`src/rtl/knight_tour_monitor.sv`:
```
// knight_tour_monitor: watches the Knight's settled positions and flags
// off-board squares, non-knight moves, revisits, moves after completion,
// stray settle pulses while idle and stalls. Errors are sticky; the first
// error code wins until the next start or reset.
module knight_tour_monitor #(
  parameter int BOARD_W      = 5,
  parameter int BOARD_H      = 5,
  parameter int TIMEOUT_CLKS = 0
) (
  input  logic       clk,
  input  logic       rst_n,
  input  logic       start,
  input  logic [2:0] start_x,
  input  logic [2:0] start_y,
  input  logic       pos_vld,
  input  logic [2:0] pos_x,
  input  logic [2:0] pos_y,
  output logic       busy,
  output logic [6:0] mv_cnt,
  output logic       tour_done,
  output logic       err,
  output logic [2:0] err_code
);

  localparam int NSQ = BOARD_W * BOARD_H;
  localparam int TW  = (TIMEOUT_CLKS < 2) ? 1 : $clog2(TIMEOUT_CLKS + 1);

  localparam logic [2:0] EC_NONE    = 3'd0;
  localparam logic [2:0] EC_OFF     = 3'd1;
  localparam logic [2:0] EC_ILLEGAL = 3'd2;
  localparam logic [2:0] EC_REVISIT = 3'd3;
  localparam logic [2:0] EC_AFTER   = 3'd4;
  localparam logic [2:0] EC_IDLE    = 3'd5;
  localparam logic [2:0] EC_TIMEOUT = 3'd6;

  typedef enum logic [1:0] {
    ST_IDLE,
    ST_TRACK,
    ST_DONE,
    ST_ERR
  } state_t;

  state_t         state, state_nxt;
  logic [NSQ-1:0] visited, visited_nxt;
  logic [2:0]     lx, ly, lx_nxt, ly_nxt;
  logic [6:0]     mv_cnt_nxt;
  logic           tour_done_nxt;
  logic           err_nxt;
  logic [2:0]     err_code_nxt;
  logic [TW-1:0]  to_cnt, to_cnt_nxt, to_cnt_inc;

  logic           start_on, pos_on;
  logic [6:0]     start_idx, pos_idx;
  logic [NSQ-1:0] start_mask, pos_mask;
  logic [2:0]     adx, ady;
  logic           knight_ok, revisit, to_hit;
  logic [6:0]     mv_inc;

  assign busy = (state == ST_TRACK);

  assign start_on  = ({1'b0, start_x} < 4'(BOARD_W)) && ({1'b0, start_y} < 4'(BOARD_H));
  assign pos_on    = ({1'b0, pos_x} < 4'(BOARD_W)) && ({1'b0, pos_y} < 4'(BOARD_H));
  assign start_idx = 7'(start_y) * 7'(BOARD_W) + 7'(start_x);
  assign pos_idx   = 7'(pos_y) * 7'(BOARD_W) + 7'(pos_x);

  // One-hot square masks; only meaningful when the square is on the board
  always_comb begin
    start_mask = '0;
    pos_mask   = '0;
    for (int unsigned i = 0; i < NSQ; i++) begin
      start_mask[i] = (start_idx == 7'(i));
      pos_mask[i]   = (pos_idx == 7'(i));
    end
  end

  // Unsigned magnitudes are equivalent to the 4-bit signed deltas' abs values
  assign adx       = (pos_x >= lx) ? (pos_x - lx) : (lx - pos_x);
  assign ady       = (pos_y >= ly) ? (pos_y - ly) : (ly - pos_y);
  assign knight_ok = ((adx == 3'd1) && (ady == 3'd2)) || ((adx == 3'd2) && (ady == 3'd1));
  assign revisit   = |(visited & pos_mask);
  assign mv_inc    = mv_cnt + 7'd1;

  assign to_cnt_inc = to_cnt + TW'(1);
  assign to_hit     = (TIMEOUT_CLKS != 0) && (to_cnt_inc == TW'(TIMEOUT_CLKS));

  // State and tracking registers; reset clears every trace of a tour
  always_ff @(posedge clk or negedge rst_n) begin
    if (!rst_n) begin
      state     <= ST_IDLE;
      visited   <= '0;
      lx        <= '0;
      ly        <= '0;
      mv_cnt    <= '0;
      tour_done <= 1'b0;
      err       <= 1'b0;
      err_code  <= EC_NONE;
      to_cnt    <= '0;
    end else begin
      state     <= state_nxt;
      visited   <= visited_nxt;
      lx        <= lx_nxt;
      ly        <= ly_nxt;
      mv_cnt    <= mv_cnt_nxt;
      tour_done <= tour_done_nxt;
      err       <= err_nxt;
      err_code  <= err_code_nxt;
      to_cnt    <= to_cnt_nxt;
    end
  end

  // Next-state: start dominates, then per-state response to pos_vld/timeout
  always_comb begin
    state_nxt     = state;
    visited_nxt   = visited;
    lx_nxt        = lx;
    ly_nxt        = ly;
    mv_cnt_nxt    = mv_cnt;
    tour_done_nxt = tour_done;
    err_nxt       = err;
    err_code_nxt  = err_code;
    to_cnt_nxt    = to_cnt;

    if (start) begin
      visited_nxt   = '0;
      tour_done_nxt = 1'b0;
      err_nxt       = 1'b0;
      err_code_nxt  = EC_NONE;
      to_cnt_nxt    = '0;
      if (!start_on) begin
        state_nxt    = ST_ERR;
        err_nxt      = 1'b1;
        err_code_nxt = EC_OFF;
        mv_cnt_nxt   = '0;
      end else begin
        state_nxt   = ST_TRACK;
        visited_nxt = start_mask;
        lx_nxt      = start_x;
        ly_nxt      = start_y;
        mv_cnt_nxt  = 7'd1;
      end
    end else begin
      unique case (state)
        ST_IDLE: begin
          if (pos_vld) begin
            state_nxt    = ST_ERR;
            err_nxt      = 1'b1;
            err_code_nxt = EC_IDLE;
          end
        end
        ST_TRACK: begin
          if (pos_vld) begin
            to_cnt_nxt = '0;
            if (!pos_on) begin
              state_nxt    = ST_ERR;
              err_nxt      = 1'b1;
              err_code_nxt = EC_OFF;
            end else if (!knight_ok) begin
              state_nxt    = ST_ERR;
              err_nxt      = 1'b1;
              err_code_nxt = EC_ILLEGAL;
            end else if (revisit) begin
              state_nxt    = ST_ERR;
              err_nxt      = 1'b1;
              err_code_nxt = EC_REVISIT;
            end else begin
              visited_nxt = visited | pos_mask;
              lx_nxt      = pos_x;
              ly_nxt      = pos_y;
              mv_cnt_nxt  = mv_inc;
              if (mv_inc == 7'(NSQ)) begin
                state_nxt     = ST_DONE;
                tour_done_nxt = 1'b1;
              end
            end
          end else if (TIMEOUT_CLKS != 0) begin
            if (to_hit) begin
              state_nxt    = ST_ERR;
              err_nxt      = 1'b1;
              err_code_nxt = EC_TIMEOUT;
            end else begin
              to_cnt_nxt = to_cnt_inc;
            end
          end
        end
        ST_DONE: begin
          if (pos_vld) begin
            state_nxt    = ST_ERR;
            err_nxt      = 1'b1;
            err_code_nxt = EC_AFTER;
          end
        end
        ST_ERR: begin
        end
        default: begin
          state_nxt = ST_IDLE;
        end
      endcase
    end
  end

endmodule
```
`config.mk`:
```
export PLATFORM = sky130hd
export DESIGN_NAME = knight_tour_monitor
export DESIGN_NICKNAME = d
export VERILOG_FILES = /design/src/rtl/knight_tour_monitor.sv
export SDC_FILE = /design/constraint.sdc
export NUM_CORES = 1
export LEC_CHECK = 0
export CELL_PAD_IN_SITES_DETAIL_PLACEMENT = 1
export CELL_PAD_IN_SITES_GLOBAL_PLACEMENT = 2
export CORE_MARGIN = 3
export CORE_UTILIZATION = 33
export DETAILED_ROUTE_END_ITERATION = 8
export PLACE_DENSITY = 0.88
export SYNTH_ARGS = -nofsm -noshare
export SYNTH_HDL_FRONTEND = slang
export SYNTH_SLANG_ARGS = --single-unit
export TNS_END_PERCENT = 30
```
`constraint.sdc`:
```
create_clock -name clk -period 2.7 [get_ports clk]
set_input_delay 0.27 -clock clk [delete_from_list [all_inputs] [get_ports clk]]
set_output_delay 0.27 -clock clk [all_outputs]
set_load 0.02 [all_outputs]
```
Word-level counts from Yosys, hierarchy flattened
Cells that the tools add are included.
Widths: inputs -> output; s select.
- bits in registers: 45
- input bits: 16
- output and inout bits: 13
- logic and storage cells: 174
- add/subtract/negate cells: 7
- multiply operators: 2
- order comparisons: 6
- equal/unequal tests: 63
- multiplexer cells: 63
- bitwise gates (word level): 2
- reductions and logical operators: 23
- operator list (cell ; count):
    $mux 25 ; 7
    $eq 7x5->1 const B ; 19
    $eq 7x4->1 const B ; 16
    $mux 3 ; 23
    $eq 7x3->1 const B ; 8
    $mux 7 ; 6
    $eq 7x2->1 const B ; 4
    $and 25x25->25 ; 1
    $or 25x25->25 ; 1
    $reduce_or 25->1 ; 1
    $mux 1 ; 16
    $mux 2 ; 8
    $add 6x3->7 ; 2
    $eq 7x1->1 const B ; 2
    $logic_not 7->1 ; 2
    $lt 3x3->1 const B ; 4
    $mul 3x3->6 const B ; 2
    $reduce_and 6->1 ; 2
    $sub 3x3->3 ; 4
    $reduce_and 5->1 ; 2
    $reduce_bool 2->1 ; 5
    $ne 3x3->1 const B ; 3
    $pmux 3 s3 ; 1
    $reduce_and 4->1 ; 2
    19 further kinds ; 25

Longest topological paths before layout
Gate-level depths: netlist of run 1.
- word-level depth: 11
- gate-level depth with buffers: 14

Worst setup path before layout of run 1
No wires, ideal clock.
- path kind: input-to-reg
- start: input port pos_y[0]
- end: register lx[2]
- library setup time: 0.138 ns
- arrival time: 3.552 ns
- data required time: 2.562 ns
- path slack: -0.990 ns
- stages: 13
- path buffers: 2
- path through: ha_1 -> ha_1 -> fa_1 -> clkbuf_1 -> or3b_2 -> a2111o_1 -> nor3_4 -> a211oi_1 -> and3_1 -> nand2_2 -> buf_4 -> mux2i_1 -> mux2i_1
- cells in the longest elaborated chain, start to end: 7
- elaborated cells between the ends (all ways): 44
- classes of those cells: add/sub (3); mul (1); order compare (2); eq/ne (27); mux (1); bitwise (1); reduce/logical (9)
- ends and longest elaborated chain (element ; line ; RTL):
    start: declaration ; 17 ; input logic [2:0] pos_y,
    $mul 3x3->6 (tied with other cells) ; 64 ; assign pos_idx = 7'(pos_y) * 7'(BOARD_W) + 7'(pos_x);
    $add 6x3->7 / $mux 3 (equally long branches) ; 64, 78 ;
    $eq 7x1->1 (tied with other cells) ; 72 ; pos_mask[i] = (pos_idx == 7'(i));
    $and 25x25->25 / $logic_and 1x1->1 (equally long branches) ; 80, 79 ;
    $reduce_or 25->1 / $logic_or 1x1->1 (equally long branches) ; 80, 79 ;
    $ne 2x2->1 (no line) / $reduce_bool 2->1 (equally long branches) ; n/a ;
    $reduce_and 6->1 (no line) (*) ; n/a ;
    end signal: assignment ; 101 ; lx <= lx_nxt;
    end: declaration ; 45 ; logic [2:0] lx, ly, lx_nxt, ly_nxt;
Every way passes the cells marked *; elsewhere a longest branch is shown, timed or not.
A chain may end at the register's enable or synchronous reset.

Worst setup path in the final report of run 1
- start: input port pos_y[2]
- end: register visited[14]
- cells in the longest elaborated chain, start to end: 10
- elaborated cells between the ends (all ways): 51
- classes of those cells: add/sub (3); mul (1); order compare (2); eq/ne (27); mux (7); bitwise (2); reduce/logical (9)
- ends and longest elaborated chain (element ; line ; RTL):
    $mul 3x3->6 ; 64 ;
    $add 6x3->7 ; 64 ;
    $eq 7x4->1 ; 72 ;
    $or 25x25->25 ; 166 ; visited_nxt = visited | pos_mask;
    $mux 25 ; 161 ; end else if (revisit) begin
    $mux 25 ; 157 ; end else if (!knight_ok) begin
    $mux 25 ; 153 ; if (!pos_on) begin
    $mux 25 ; 151 ; if (pos_vld) begin
    $mux 25 ; 142 ; unique case (state)
    $mux 25 ; 123 ; if (start) begin
    end signal: assignment ; 100 ; visited <= visited_nxt;
    end: declaration ; 44 ; logic [NSQ-1:0] visited, visited_nxt;
Several ways; a longest one is shown, not always the timed one. The select of a mux whose other input is x is not followed.

==> flow_metrics.py, run 1 <==
metrics = {
    "floorplan": {
        "dieArea_mm2": 0.0129,
        "start_util": 0.344,
        "core_mm2": 0.0111,
        "io_pins": 29,
        "die_h_um": 114,
        "die_w_um": 114,
        "std_cell_rows": 38,
    },
    "logic_synthesis": {
        "synthFlopType": "dfrtp_1",
        "synthDistinctLibCells": 66,
        "synth-simple-area-share": 0.207,
        "synth_edf_count": 0,
        "synth_nets": 492,
        "synthAdderAreaFrac": 0.130,
        "synth-seq-area-share": 0.295,
        "synthXorXnorAreaFrac": 0.0207,
        "synth_compound_area_frac": 0.228,
        "synth_top_area_share": 0.295,
        "synth_mux_area_frac": 0.0692,
        "syn_area_per_cell_um2": 8.67,
        "synthTopCellsByArea": "dfrtp_1 (30%), ha_1 (9.8%), nor2_1 (5.5%)",
        "ys_warn_count": 0,
        "ys_ff_latch": 45,
        "postSynth.asyncResetShare": 1.00,
        "synth_top_family_by_area": "compound AO/OA/AOI/OAI gates",
        "yosys.area.top_type": "dfrtp_1",
        "syn-instance-count": 440,
        "synthesis.area_mm2": 0.00382,
    },
    "sta": {
        "tightest_slew_ns": 1.07,
        "clock-skew-final_ns": 0.00712,
        "setup_viol": 45,
        "finalWorstSetupSlack_ns": -0.365,
        "slew_viol_final": 0,
        "period_needed_ns": 3.06,
        "max_freq_mhz": 326,
        "holdWs_ns": 0.178,
        "hold_violations": 0,
        "rsz0062_at_grt": "yes",
        "period_share": 1.14,
        "slew_headroom": 0.285,
        "setup_tns_ns": -13.56,
    },
    "critical_path": {
        "setup.worst_path.start_class": "input pin",
        "crit_fanout": 13,
        "crit_type": "input pin to flip-flop",
        "cp-end-kind": "flip-flop",
        "worstPathArrival_ns": 3.28,
        "cp.required_ns": 2.92,
    },
    "global_route": {
        "antenna_found_initial": 0,
        "grt-ovfl-total": 0,
        "grt_pass1_wl_mm": 23.5,
        "grt_max_degree": 46,
        "grt_pass1_vias": 4533,
        "grt_usage": 0.228,
    },
    "routing": {
        "wl_per_cell_um": 20.0,
        "ant_nets": 0,
        "vias": 3965,
        "drt_iter0_drc": 194,
        "vias_per_cell": 5.50,
        "drc": 0,
        "firstDrtPassIters": 4,
        "routed_wl_mm": 14.4,
    },
    "pwr": {
        "sequentialPowerShare": 0.270,
        "cellPowerDensity_mw_per_mm2": 488,
        "p_clk_frac": 0.222,
        "pwr-share-comb": 0.507,
        "power_leakage_nw": 2.55,
        "vdd_drop_max_v": 0.000266,
        "p_int_mw": 1.75,
        "power_switching_mw": 1.02,
        "switching_share": 0.369,
    },
    "clocking": {
        "clk_path_buf_depth": 2,
        "h-tree-depth": 2,
        "clk_latency_ns": 0.30,
        "clkTransAtPathRegs_ns": 0.06,
        "cts_sinks": 45,
        "cts_root_buf": "clkbuf_16",
        "cts_tree": "built",
        "cts_buffers": 5,
    },
    "cells_and_area": {
        "area_growth_pct": 48.8,
        "finalNetCount": 632,
        "finish.instance_area_mm2": 0.00568,
        "final_cells": 721,
        "fin_util": 0.513,
        "fillers": 1269,
        "drive_gt1_frac": 0.344,
        "diodes": 0,
    },
    "placement": {
        "gp_congestion": 0.911,
        "dp_cells": 695,
        "numPortBuffers": 28,
        "placed_area_mm2": 0.00507,
        "dp_hpwl_mm": 10.0,
    },
    "outcome": {
        "status": "complete, but fails checks",
        "violations": "setup timing",
    },
    "flow_run": {
        "drv_cap": 0,
    },
    "hold_path": {
        "hp-class": "input pin to asynchronous set/reset pin",
    },
}
==> per-stage QoR <==
| stage | power (mW) | setup slack, ns |
|---|---|---|
| 3_5_place_dp | 1.92 | -1.21 |
| 3_3_place_gp | 1.86 | -1.16 |
| 4_1_cts | 2.70 | -0.371 |
| 2_1_floorplan | 1.37 | -0.469 |
| 5_1_grt | 2.93 | -0.445 |
| 6_report | 2.77 | -0.365 |
==> cell usage after synthesis, types with 3 or more instances <==
master	number
a41oi_1	3
buf_6	3
o211ai_1	3
fa_1	6
clkbuf_1	7
inv_1	26
nand3b_1	3
a211oi_1	3
and3_1	4
nand2_1	33
o21a_1	5
dfrtp_1	45
a211o_1	3
a2bb2oi_1	12
nand2b_1	10
ha_1	30
a22oi_1	3
a21oi_2	3
xnor2_1	5
o21ai_0	13
buf_2	4
nand3_1	12
a21o_1	4
mux2_2	3
a31oi_1	6
a21oi_1	37
nand4_1	4
nor2_1	56
o2bb2ai_1	7
nor4_1	5
xor2_1	4
nor3_1	15
mux2i_1	17
nor2b_1	4
==> final cells by class <==
type | instances | area, µm² | area share
Clock buffer | 6 | 129 | 0.0227
Timing Repair Buffer | 147 | 1220 | 0.214
Inverter | 28 | 113 | 0.0198
Tap cell | 140 | 175 | 0.0309
Clock inverter | 2 | 10.0 | 0.00176
Sequential cell | 45 | 1130 | 0.198
Multi-Input combinational cell | 353 | 2910 | 0.512
==> sequential cells by signal (all words and copies together), names as in the netlist <==
signal / flops
err: 1
err_code: 3
lx: 3
ly: 3
mv_cnt: 7
state: 2
tour_done: 1
visited: 25
==> final timing paths <==
check | endpoint | slack [ns] | from | cells after the start
setup / recovery | visited[14] | -0.36 | pos_y[2] | 14
hold / removal | visited[21] | 0.18 | rst_n | 1
setup reg to reg | visited[14] | -0.25 | ly[2] | 12
hold reg to reg | err_code[1] | 0.50 | err_code[1] | 1
max in group asynchronous | visited[24] | 1.87 | rst_n | 1
min in group clk | ly[2] | 0.44 | pos_y[2] | 4
==> worst max-delay path, cell delays in order <==
cell	delay, ns
buf_8	0.10
ha_4	0.24
ha_4	0.26
fa_2	0.60
buf_4	0.14
nor2_4	0.03
o2111a_1	0.12
a41o_1	0.23
or4_4	0.55
buf_6	0.15
o21ai_4	0.19
buf_12	0.19
a21oi_1	0.07
a21oi_1	0.13
==> cells in the final DEF (no fill, tap or decap), drive strengths merged, types with 3 or more instances in the layout <==
| cell type | Yosys | final |
|---|---|---|
| o211ai | 3 | 3 |
| nor2 | 56 | 56 |
| nor2b | 4 | 4 |
| mux2i | 17 | 17 |
| a21oi | 40 | 40 |
| buf | 8 | 125 |
| ha | 30 | 30 |
| a2bb2oi | 12 | 12 |
| clkbuf | 7 | 6 |
| nand2b | 10 | 10 |
| nand3 | 13 | 13 |
| nand2 | 34 | 35 |
| a22oi | 3 | 3 |
| and3 | 5 | 5 |
| nor3 | 16 | 16 |
| inv | 26 | 27 |
| a41oi | 3 | 3 |
| a211o | 3 | 3 |
| a21o | 4 | 4 |
| dfrtp | 45 | 45 |
| xnor2 | 5 | 5 |
| o2bb2ai | 7 | 7 |
| a31oi | 6 | 6 |
| nand3b | 3 | 3 |
| clkinv | 2 | 3 |
| mux2 | 4 | 4 |
| o21a | 5 | 5 |
| a211oi | 3 | 3 |
| xor2 | 4 | 4 |
| clkdlybuf4s50 | 0 | 21 |
| nand4 | 4 | 4 |
| nor4 | 5 | 5 |
| o21ai | 14 | 14 |
| or4 | 3 | 3 |
| fa | 6 | 6 |
==> metal layers <==
| metal | routed length [µm] | global-route usage | vias up |
|---|---|---|---|
| li1 | - | - | 1886 |
| met4 | 354 | 0.0793 | 0 |
| met1 | 6220 | 0.285 | 1999 |
| met2 | 7440 | 0.406 | 60 |
| met5 | 0 | 0 | - |
| met3 | 385 | 0.0265 | 20 |
==> cells by family after synthesis <==
group	count (synthesis)
multiplexers	23
XOR/XNOR	9
AO/OA/AOI/OAI	123
buffers and inverters	43
flip-flops	45
AND/OR/NAND/NOR	161
adder cells (fa/ha/maj)	36
==> what timing repair did <==
action	in CTS	in global routing
hold buffers	0	0
pin swaps	24	16
setup buffers	14	3
setup endpoints to repair	45	45
gates cloned	1	0
resized for setup	71	22
==> power groups by stage <==
| stage | registers (mW) | clock network [mW] | logic (mW) |
|---|---|---|---|
| after global placement | 0.755 | 0 | 1.11 |
| final | 0.748 | 0.616 | 1.40 |
| after global routing | 0.752 | 0.658 | 1.52 |
| after floorplan | 0.757 | 0 | 0.615 |
| after CTS | 0.746 | 0.635 | 1.32 |
| after detailed placement | 0.757 | 0 | 1.16 |
(Power assumes the default switching activity.)
==> inputs of run 2 (changes only) <==
--- a/config.mk
+++ b/config.mk
@@ -8,8 +8,9 @@
 export CELL_PAD_IN_SITES_DETAIL_PLACEMENT = 1
 export CELL_PAD_IN_SITES_GLOBAL_PLACEMENT = 2
 export CORE_MARGIN = 3
-export CORE_UTILIZATION = 33
+export CORE_UTILIZATION = 36
 export DETAILED_ROUTE_END_ITERATION = 8
+export DONT_BUFFER_PORTS = 1
 export PLACE_DENSITY = 0.88
 export SYNTH_ARGS = -nofsm -noshare
 export SYNTH_HDL_FRONTEND = slang
==> flow_metrics.py, run 2 (synthesis results as in run 1) <==
metrics = {
    "routing": {
        "route.top_layer_used": "met4",
        "wl_met1_mm": 6.40,
        "ant_nets": 0,
        "wl_met2_mm": 8.11,
        "routed_wl_mm": 15.9,
        "route.met3.wl_um": 568,
        "drt_iter0_drc": 190,
        "vias_per_cell": 5.98,
        "vias": 4008,
        "drc": 0,
        "firstDrtPassIters": 4,
        "wl_per_cell_um": 23.7,
    },
    "critical_path": {
        "reg2reg_slack_ns": -0.34,
        "cpPeakStageDelay_ns": 0.55,
        "crit_fanout": 5,
        "worstPathArrival_ns": 3.29,
        "setup.worst_path.start_class": "input pin",
        "crit_type": "input pin to flip-flop",
        "cp-end-kind": "flip-flop",
        "crit_path_start": "pos_y[0]",
        "rr_endpoint": "lx[0]",
        "cp.required_ns": 2.92,
        "reg2reg_from": "lx[0]",
        "cpMaxStageDelayCell": "or4_4",
        "critPathTopFamily": "adder cells",
        "cp_cell_sequence": "ha_4 > ha_4 > fa_2 > buf_6 > a211o_1 > a21oi_1 > buf_4 > a41o_1 > or4_4 > buf_6 > buf_4 > buf_4 > nor3_2 > a21oi_1 > mux2i_1",
        "worst_path_most_repeated_cell": "buf_4",
        "r2r_cells": 12,
        "worst-path-buf-inv": 5,
    },
    "global_route": {
        "grt_usage": 0.250,
        "grt_pass1_vias": 4393,
        "grt_max_degree": 46,
        "grt_pass1_wl_mm": 23.1,
        "grt-ovfl-total": 0,
        "antenna_found_initial": 0,
    },
    "floorplan": {
        "start_util": 0.380,
        "core_mm2": 0.0100,
        "std_cell_rows": 36,
        "die_h_um": 109,
        "die_w_um": 109,
        "io_pins": 29,
        "dieArea_mm2": 0.0119,
    },
    "sta": {
        "finalWorstSetupSlack_ns": -0.366,
        "setup_viol": 45,
        "hold_violations": 0,
        "period_share": 1.14,
        "max_freq_mhz": 326,
        "period_needed_ns": 3.07,
        "slew_headroom": 0.645,
        "setup_tns_ns": -13.00,
        "tightest_slew_ns": 0.530,
        "clock-skew-final_ns": 0.00577,
        "slew_viol_final": 0,
        "rsz0062_at_grt": "yes",
    },
    "placement": {
        "gp_congestion": 0.921,
        "dp_hpwl_mm": 9.72,
        "numPortBuffers": 0,
    },
    "cells_and_area": {
        "final_cell_mix": "buf_4 (85), nor2_1 (51), dfrtp_1 (45)",
        "final_common_cell": "buf_4",
        "fin_util": 0.527,
        "top_register": "visited",
        "largest_reg_flops": 25,
        "finalNetCount": 588,
        "drive_gt1_frac": 0.335,
        "diodes": 0,
        "reg_top3": "visited: 25 flops, mv_cnt: 7 flops",
        "area_growth_pct": 38.7,
        "fillers": 1174,
    },
    "pwr": {
        "cellPowerDensity_mw_per_mm2": 493,
        "power_switching_mw": 0.986,
        "vdd_drop_max_v": 0.000222,
        "sequentialPowerShare": 0.291,
        "p_int_mw": 1.62,
        "p_clk_frac": 0.211,
        "power_leakage_nw": 2.33,
        "pwr-share-comb": 0.498,
        "switching_share": 0.378,
    },
    "clocking": {
        "clk_latency_ns": 0.30,
        "h-tree-depth": 2,
        "cts_sinks": 45,
        "clkTransAtPathRegs_ns": 0.09,
        "cts_root_buf": "clkbuf_8",
        "cts_tree": "built",
        "cts_buffers": 5,
        "clk_path_buf_depth": 2,
    },
    "hold_path": {
        "holdPathStages": 1,
        "hp-class": "input pin to flip-flop",
        "hp-start": "start",
        "hold_end": "tour_done",
    },
    "outcome": {
        "violations": "setup timing",
        "status": "complete, but fails checks",
    },
    "flow_run": {
        "drv_cap": 0,
    },
}
run 2: changes by cell type in the layout (fill, tap and decap cells not counted), sizes merged:
cell           previous run  this run
buf                     125       102
clkdlybuf4s50            21         0
dlygate4sd2               1         0
bufinv                    0         1
clkbuf                    6         7
clkinv                    3         1
dlygate4sd3               0         1
run 2: worst max path at each step:
stage / endpoint / slack [ns] / cells past startpoint
after floorplan: lx[2] / -0.47 / 13
after global placement: err_code[0] / -0.43 / 10
after detailed placement: err_code[0] / -0.62 / 11
after CTS: err_code[0] / -0.30 / 10
after global routing: mv_cnt[2] / -0.45 / 12
final: lx[0] / -0.37 / 15
run 2: layout make-up:
class / instances / area (µm²) / share of cell area
Tap cell: 133 / 166 / 0.0314
Timing Repair Buffer: 103 / 872 / 0.165
Sequential cell: 45 / 1130 / 0.213
Clock buffer: 7 / 86.3 / 0.0163
Clock inverter: 1 / 30.0 / 0.00567
Inverter: 28 / 108 / 0.0203
Multi-Input combinational cell: 353 / 2910 / 0.549
run 2: power groups by stage:
stage | Sequential (mW) | Combinational (mW) | Clock (mW)
3_3_place_gp | 0.765 | 0.977 | 0
6_report | 0.760 | 1.30 | 0.551
4_1_cts | 0.757 | 1.17 | 0.561
2_1_floorplan | 0.757 | 0.615 | 0
5_1_grt | 0.764 | 1.38 | 0.587
3_5_place_dp | 0.768 | 1.03 | 0
run 2: repair_timing:
action	CTS	global route
setup endpoints to repair	45	45
pin swaps	15	24
endpoints found under the hold margin	45	0
cloned	3	0
gates resized for setup	43	33
buffers inserted	12	7
hold buffers	2	0
run 2: worst reg2reg max path, cell delays in order, from the launching register on:
cell and delay (ns):
dfrtp_1 0.42, ha_1 0.23, fa_1 0.43, nand2b_1 0.19
mux2i_1 0.17, o22ai_2 0.16, or4_4 0.53, buf_6 0.15
buf_4 0.13, buf_4 0.14, nor3_2 0.17, a21oi_1 0.08
mux2i_1 0.16
run 2: metal layers:
| layer | GRT usage | vias to the layer above |
|---|---|---|
| li1 | - | 1796 |
| met5 | 0 | - |
| met3 | 0.0515 | 56 |
| met2 | 0.448 | 135 |
| met4 | 0.0974 | 0 |
| met1 | 0.291 | 2021 |
run 2: metrics by stage:
| stage | power (mW) | cell area (µm²) | instances | worst slack [ns] | hold slack, ns |
|---|---|---|---|---|---|
| after floorplan | 1.37 | 3950 | 440 | -0.469 | -0.0256 |
| after global placement | 1.74 | 4650 | 641 | -0.434 | -0.0236 |
| after detailed placement | 1.80 | 4650 | 641 | -0.616 | -0.0233 |
| after CTS | 2.49 | 5150 | 666 | -0.297 | 0.0212 |
| after global routing | 2.74 | 5290 | 670 | -0.448 | 0.0170 |
| final | 2.61 | 5290 | 670 | -0.366 | 0.0302 |
